==> src/rtl/countdown_sched.sv <==
`default_nettype none
// ============================================================================
//  Module   : countdown_sched
//  Purpose  : Round-robin scheduler sharing one countdown/accumulate engine
//             among NREQ requesters. A granted job loads its run length into
//             the runner, then each cycle the runner decrements and the count
//             increments until the runner reaches zero. The engine then
//             reports the final count and the requester index.
//  Ports    : clk        - single clock, all state on posedge
//             rst        - synchronous reset, active-high
//             req        - level request per requester, held until done
//             req_len    - run length per requester, slice i = [i*LW +: LW]
//             grant      - one-hot grant, accept through DONE
//             busy       - high in RUN and DONE
//             runner     - remaining steps of the current job
//             count      - accumulated steps of the current job
//             done       - one-cycle completion pulse
//             done_id    - index of the completed requester (held)
//             done_count - final count of the completed job (held)
//  Options  : define COUNTDOWN_SCHED_TRACE_EN to print a per-step trace;
//             cycle behaviour is identical with or without it.
//  Revision : 1.0 - initial release
// ============================================================================
module countdown_sched #(
    parameter int NREQ = 4,
    parameter int LW   = 8,
    parameter int CW   = 32,
    parameter int IDW  = 2
) (
    input  logic                 clk,
    input  logic                 rst,
    input  logic [NREQ-1:0]      req,
    input  logic [NREQ*LW-1:0]   req_len,
    output logic [NREQ-1:0]      grant,
    output logic                 busy,
    output logic [LW-1:0]        runner,
    output logic [CW-1:0]        count,
    output logic                 done,
    output logic [IDW-1:0]       done_id,
    output logic [CW-1:0]        done_count
);

    localparam logic [1:0] C_IDLE = 2'd0;
    localparam logic [1:0] C_RUN  = 2'd1;
    localparam logic [1:0] C_DONE = 2'd2;

    logic [1:0]       state_q,      state_d;
    logic [NREQ-1:0]  grant_q,      grant_d;
    logic [LW-1:0]    runner_q,     runner_d;
    logic [CW-1:0]    count_q,      count_d;
    logic             done_q,       done_d;
    logic [IDW-1:0]   done_id_q,    done_id_d;
    logic [CW-1:0]    done_count_q, done_count_d;
    logic [IDW-1:0]   ptr_q,        ptr_d;
    logic [IDW-1:0]   cur_id_q,     cur_id_d;

    // Arbiter results
    logic             w_found_hi;
    logic [IDW-1:0]   w_pick_hi;
    logic             w_found_any;
    logic [IDW-1:0]   w_pick_any;
    logic             w_found;
    logic [IDW-1:0]   w_pick;
    logic [LW-1:0]    w_len;
    logic [NREQ-1:0]  w_grant;
    logic [IDW-1:0]   w_ptr_next;

    // Round-robin pick: the lowest set request at or above the pointer wins;
    // if none exists, wrap around and take the lowest set request overall.
    // Loops run downward so the lowest matching index is the last written.
    always_comb begin
        w_found_hi  = 1'b0;
        w_pick_hi   = '0;
        w_found_any = 1'b0;
        w_pick_any  = '0;
        for (int i = NREQ - 1; i >= 0; i--) begin
            if (req[i]) begin
                w_found_any = 1'b1;
                w_pick_any  = IDW'(i);
            end
            if (req[i] && (IDW'(i) >= ptr_q)) begin
                w_found_hi = 1'b1;
                w_pick_hi  = IDW'(i);
            end
        end
        w_found = w_found_any;
        w_pick  = w_found_hi ? w_pick_hi : w_pick_any;

        w_len   = '0;
        w_grant = '0;
        for (int i = 0; i < NREQ; i++) begin
            if (w_pick == IDW'(i)) begin
                w_len      = req_len[i*LW +: LW];
                w_grant[i] = 1'b1;
            end
        end
    end

    // Pointer moves one past the requester just served, modulo NREQ.
    assign w_ptr_next = (cur_id_q == IDW'(NREQ - 1)) ? '0 : cur_id_q + IDW'(1);

    always_comb begin
        state_d      = state_q;
        grant_d      = grant_q;
        runner_d     = runner_q;
        count_d      = count_q;
        done_d       = 1'b0;
        done_id_d    = done_id_q;
        done_count_d = done_count_q;
        ptr_d        = ptr_q;
        cur_id_d     = cur_id_q;
        case (state_q)
            C_IDLE: begin
                if (w_found) begin
                    state_d  = C_RUN;
                    grant_d  = w_grant;
                    runner_d = w_len;
                    count_d  = '0;
                    cur_id_d = w_pick;
                end
            end
            C_RUN: begin
                // Runner only moves while nonzero, so it cannot underflow.
                if (runner_q != '0) begin
                    runner_d = runner_q - LW'(1);
                    count_d  = count_q + CW'(1);
                end else begin
                    state_d      = C_DONE;
                    done_d       = 1'b1;
                    done_id_d    = cur_id_q;
                    done_count_d = count_q;
                end
            end
            C_DONE: begin
                state_d = C_IDLE;
                grant_d = '0;
                ptr_d   = w_ptr_next;
            end
            default: begin
                state_d = C_IDLE;
                grant_d = '0;
            end
        endcase
    end

    always_ff @(posedge clk) begin
        if (rst) begin
            state_q      <= C_IDLE;
            grant_q      <= '0;
            runner_q     <= '0;
            count_q      <= '0;
            done_q       <= 1'b0;
            done_id_q    <= '0;
            done_count_q <= '0;
            ptr_q        <= '0;
            cur_id_q     <= '0;
        end else begin
            state_q      <= state_d;
            grant_q      <= grant_d;
            runner_q     <= runner_d;
            count_q      <= count_d;
            done_q       <= done_d;
            done_id_q    <= done_id_d;
            done_count_q <= done_count_d;
            ptr_q        <= ptr_d;
            cur_id_q     <= cur_id_d;
        end
    end

`ifdef COUNTDOWN_SCHED_TRACE_EN
    always_ff @(posedge clk) begin
        if (!rst) begin
            if ((state_q == C_RUN) && (runner_q != '0)) begin
                $display("count=%d  runner=%d", count_q, runner_q);
            end
            if (state_q == C_DONE) begin
                $display("Final count=%d id=%d", done_count_q, done_id_q);
            end
        end
    end
`else
    // Trace disabled: no display logic is built.
`endif

    assign grant      = grant_q;
    assign busy       = (state_q == C_RUN) || (state_q == C_DONE);
    assign runner     = runner_q;
    assign count      = count_q;
    assign done       = done_q;
    assign done_id    = done_id_q;
    assign done_count = done_count_q;

endmodule
`default_nettype wire

==> config.mk <==
export PLATFORM = sky130hd
export DESIGN_NAME = countdown_sched
export DESIGN_NICKNAME = d
export VERILOG_FILES = /design/src/rtl/countdown_sched.sv
export SDC_FILE = /design/constraint.sdc
export NUM_CORES = 1
export LEC_CHECK = 0
export CAP_MARGIN = 40
export CELL_PAD_IN_SITES_DETAIL_PLACEMENT = 1
export CELL_PAD_IN_SITES_GLOBAL_PLACEMENT = 1
export CORE_UTILIZATION = 34
export CTS_CLUSTER_SIZE = 30
export DETAILED_ROUTE_END_ITERATION = 8
export PLACE_DENSITY = 0.79
export SLEW_MARGIN = 20
export SYNTH_ARGS = -nofsm -noshare
export SYNTH_HDL_FRONTEND = slang
export SYNTH_SLANG_ARGS = --single-unit
==> constraint.sdc <==
create_clock -name clk -period 2.5 [get_ports clk]
set_clock_uncertainty 0.1 [all_clocks]
set_input_delay 0.25 -clock clk [delete_from_list [all_inputs] [get_ports clk]]
set_output_delay 0.25 -clock clk [all_outputs]
set_load 0.02 [all_outputs]
=== After elaboration in Yosys (flattened, before gate mapping) ===
Cells that the tools add are included.

* Memory bits (writable): 0
* Latch bits: 0
* Memories: 0
* Memory bits (read-only): 0
* Bits in registers: 85
* Input port bits: 38
* Logic and storage cells: 80
* Output and inout port bits: 80

* Bitwise operators: 2
* Reductions and logical operators: 15
* Add/subtract/negate cells: 3
* Order comparisons: 4
* Div/mod/pow operators: 0
* Muxes and demuxes: 38
* Shifts and indexed selects: 0
* Eq/ne operators: 9
* Multiply operators: 0

{| class="wikitable"
|+ Operators with widths
! cell !! count
|-
| 32-bit 2-to-1 mux || 2
|-
| 32-bit case mux with 2 select lines || 1
|-
| 8-bit 2-to-1 mux || 6
|-
| 32-bit by 1-bit adder with 32-bit output (second input constant) || 1
|-
| 2-bit 2-to-1 mux || 12
|-
| 8-bit case mux with 2 select lines || 1
|-
| 1-bit 2-to-1 mux || 13
|-
| 2-bit == test (second input constant) || 4
|-
| 4-bit case mux with 2 select lines || 1
|-
| 2-bit AND reduction || 4
|-
| 8-bit nonzero test || 1
|-
| 8-bit by 1-bit subtractor with 8-bit output (second input constant) || 1
|-
| 2-bit != test (second input constant) || 3
|-
| 2-bit by 1-bit == test with 1-bit output (second input constant) || 2
|-
| 1-bit by 2-bit >= comparator with 1-bit output (first input constant) || 2
|-
| 2-bit >= comparator (first input constant) || 2
|-
| 1-bit logical AND || 4
|-
| 2-bit zero test || 2
|-
| 4-bit 2-to-1 mux || 1
|-
| 2-bit case mux with 2 select lines || 1
|-
| 3-bit AND reduction || 1
|-
| 2-bit by 1-bit adder with 2-bit output (second input constant) || 1
|-
| 1-bit inverter || 2
|-
| 2-bit nonzero test || 1
|-
| 2 further kinds || 2
|}

=== Longest topological paths before layout ===
* Depth after elaboration: 14
* Mapped depth: 9
* Mapped depth without buffers: 8

=== Worst setup path after synthesis ===
Ideal clock, no wire load.

* Path kind: reg-to-reg
* Start point: reg runner_q[0], in the netlist runner[0]
* End point: reg count_q[27], in the netlist count[27]
* Clock period less this slack: 2.384 ns
* Arrival: 2.157 ns
* Library setup time: 0.128 ns
* Data required time: 2.272 ns
* Buffers on the path: 1
* Setup slack: 0.116 ns
* Stages on the path, launching flop included: 10
* Path through: dfxtp_1 > inv_1 > ha_1 > or4bb_1 > o21ai_2 > or4_4 > buf_6 > nor4_4 > xnor2_1 > nor2_1

* Word-level cells in the longest chain between the ends: 3

{| class="wikitable"
|+ RTL lines
! item !! RTL line !! RTL
|-
| start, declared || 49 || <nowiki>logic [LW-1:0] runner_q, runner_d;</nowiki>
|-
| start signal, assigned || 160 || <nowiki>runner_q <= runner_d;</nowiki>
|-
| 8-bit nonzero test || 124 || <nowiki>if (runner_q != '0) begin</nowiki>
|-
| 2-bit != test (no line) || n/a ||
|-
| 3-bit AND reduction (no line) || n/a ||
|-
| end signal, assigned || 161 || <nowiki>count_q <= count_d;</nowiki>
|-
| end, declared || 50 || <nowiki>logic [CW-1:0] count_q, count_d;</nowiki>
|}

No other way between the ends.
A chain may end at the register's enable or synchronous reset.

=== Worst setup path after layout ===
* Start point: reg state_q[1]
* End point: reg count_q[30], in the netlist count[30]

* Word-level cells in the longest chain between the ends: 3
* Elaborated cells on any way between the ends: 7
* Those cells by class: eq/ne: 3; mux: 1; reduce/logical: 3

{| class="wikitable"
|+ RTL lines
! item !! RTL line !! RTL
|-
| start, declared || 47 || <nowiki>logic [1:0] state_q, state_d;</nowiki>
|-
| start signal, assigned || 158 || <nowiki>state_q <= state_d;</nowiki>
|-
| 2-bit by 1-bit == test with 1-bit output / 2-bit zero test (equally long branches) || 112 || <nowiki>case (state_q)</nowiki>
|-
| 2-bit != test (no line) / 2-bit nonzero test (equally long branches) || n/a ||
|-
| 3-bit AND reduction (no line) || n/a ||
|}

Parallel ways exist; a longest one is shown, timed or not.

==> impl_metrics.py <==
metrics = {
    "critical_path": {
        "path_class": "reg2reg",
        "cp-start-kind": "register",
        "worstReg2RegStart": "state_q[1]",
        "cp.arrival_ns": 2.48,
        "cp.required_ns": 2.62,
        "worst_setup_path_end_kind": "register",
        "crit_start": "state_q[1]",
        "crit_path_max_fanout": 7,
    },
    "clock_network": {
        "clk_path_buf_depth": 2,
        "clock_latency_ns": 0.34,
        "numClockSinks": 85,
        "post_cts_buffers": 0,
        "ctsHoldBuffers": 0,
        "ctsResizeCount": 0,
        "clkTransAtPathRegs_ns": 0.06,
        "cts_tree": "done",
        "numCtsBuffers": 9,
        "root_buffer": "clkbuf_16",
        "cts_max_level": 3,
    },
    "die": {
        "num_rows": 38,
        "pin_count": 118,
        "start_util_pct": 35.4,
        "dieArea_sq_mm": 0.0119,
        "core_sq_mm": 0.0110,
        "die_w_um": 109,
        "die_y_um": 109,
    },
    "cells_and_area": {
        "num_antenna_cells": 0,
        "utilization_pct": 53.1,
        "drive_gt1_share_pct": 12.3,
        "layout.nets": 658,
        "area_delta_synth_final_pct": 49.9,
        "stdcell_area_sq_mm": 0.00585,
    },
    "logic_synthesis": {
        "synth_cell_types": 45,
        "synthArstFlopShare_pct": 0,
        "synth_ff_type": "dfxtp_1",
        "synth.cell_area_sq_mm": 0.00390,
        "ys_ff_latch": 85,
        "ys_top_cells_by_area": "dfxtp_1 (44%), nand2_1 (9.1%), a21oi_1 (6.4%), mux2i_1 (5.4%), nor2_1 (4.2%)",
        "seq_area_frac_synth_pct": 43.6,
        "netlist_top_cells_count": "nand2_1 (95), dfxtp_1 (85), a21oi_1 (50)",
        "syn_inst": 470,
        "yosysMostFrequentCell": "nand2_1",
        "yosysWarnings": 0,
        "synth.avg_cell_area_sq_um": 8.31,
        "synth_top_area_share_pct": 43.6,
        "synth_nets": 515,
        "synth_edf_count": 0,
        "yosys.area.top_type": "dfxtp_1",
    },
    "pwr": {
        "power_density_mw_per_mm2": 818,
        "max-vdd-ir-drop_mv": 0.371,
        "finalPower_mw": 4.79,
        "leakagePower_nw": 2.02,
    },
    "min_path": {
        "hp-start": "rst",
        "min_path_type": "in2reg",
    },
    "timing": {
        "setup_viol": 0,
        "fin_ws_ns": 0.139,
        "tightest_slew_ns": 0.778,
        "fmax_mhz": 424,
        "max_slew_margin_pct": 47.7,
        "fin_crit_sh_pct": 94.4,
        "tns_ns": 0,
        "fin_crit_ns": 2.36,
        "slew_viol_final": 0,
        "hold_viol": 0,
    },
    "flow_run": {
        "maxCapViolations": 0,
    },
    "grt": {
        "overflow": 0,
        "grt_antenna_before_repair": 0,
        "grt_max_degree": 35,
        "grt_pass1_vias": 4193,
        "grt_pass1_wl_um": 20500,
        "grt.total_usage_pct": 22.3,
    },
    "detailed_routing": {
        "via_per_inst": 5.33,
        "drc": 0,
        "antenna_left": 0,
        "vias": 4037,
        "drtIter0Drc": 218,
        "wire_per_inst_um": 17.3,
        "dr.pass1.iters": 4,
        "wl_um": 13100,
    },
    "status": {
        "outcome": "finished clean",
    },
    "place": {
        "gp_congestion": 0.874,
        "dp_slack_ns": -0.0509,
        "dp_hpwl_um": 9270,
        "post_dp_cell_area_sq_mm": 0.00546,
        "numPortBuffers": 117,
    },
}
[sequential cells by signal (all words and copies together) (netlist names)]
signal / flops
runner: 8
done_count: 32
ptr_q: 2
cur_id_q: 2
count: 32
done_id: 2
grant: 4
state_q: 2
done: 1
[power breakdown]
part           leakage (nW)  switching (mW)  internal (mW)
registers             0.687           0.106           1.45
logic                  1.16           0.925          0.674
clock network         0.169           0.556           1.08
[path summary, 6_finish.rpt]
path	to	slack, ns	cells past startpoint
worst max-delay path	count[30]	0.14	10
worst min-delay path	count[0]	0.30	2
worst max register to register	count[30]	0.14	10
worst min register to register	done_count[14]	0.36	2
[per-stage QoR]
step / cells / hold slack (ns)
after floorplan: 470 / 0.348
after global placement: 741 / 0.341
after detailed placement: 741 / 0.351
after CTS: 757 / 0.284
after global routing: 758 / 0.326
final: 758 / 0.295
[metal layers]
| metal | track usage (%) | vias up | routed length [um] |
|---|---|---|---|
| li1 | - | 1919 | - |
| met1 | 25.5 | 2007 | 5510 |
| met2 | 41.3 | 90 | 6870 |
| met3 | 3.59 | 21 | 499 |
| met4 | 8.29 | 0 | 234 |
| met5 | 0 | - | 0 |
[cell type report]
| class | instances | area (sq um) |
|---|---|---|
| multi-input cells | 349 | 2080 |
| inverters | 11 | 41.3 |
| clock inverters | 6 | 135 |
| repair buffers | 157 | 1490 |
| fillers | 1313 | 5180 |
| flip-flops and latches | 85 | 1700 |
| clock buffers | 10 | 229 |
| well taps | 140 | 175 |
[worst max-delay path, stage by stage (launching register included)]
cell and delay (ns):
dfxtp_1 0.36, inv_1 0.08, ha_1 0.22, buf_4 0.17
nor4bb_1 0.16, a21boi_1 0.21, nand4_1 0.19, buf_4 0.23
nor4_2 0.31, xnor2_1 0.16, nor2_1 0.05
[cell usage in the layout, fill, tap and decap left out, types with 6 or more instances in the layout]
cell type,instances
and4_1,6
clkbuf_16,9
a21oi_1,50
nand3_1,9
xor2_1,9
buf_4,37
clkdlybuf4s50_1,116
nor2_1,43
mux2_2,7
nor3_1,13
nor4_1,6
dfxtp_1,85
inv_1,10
o22ai_1,6
mux2i_1,21
o21ai_0,9
nand4_1,10
nand2_1,95
xnor2_1,18
ha_1,7
[cells by family after synthesis]
| group | count (synthesis) | synth area share, % |
|---|---|---|
| AND/OR/NAND/NOR | 203 | 24.3 |
| AO/OA/AOI/OAI | 84 | 12.5 |
| adder cells (fa/ha/maj) | 7 | 2.24 |
| flip-flops | 85 | 43.6 |
| XOR/XNOR | 27 | 6.06 |
| buffers and inverters | 36 | 4.01 |
| multiplexers | 28 | 7.40 |
No activity file was read; power rests on OpenSTA's default activity.
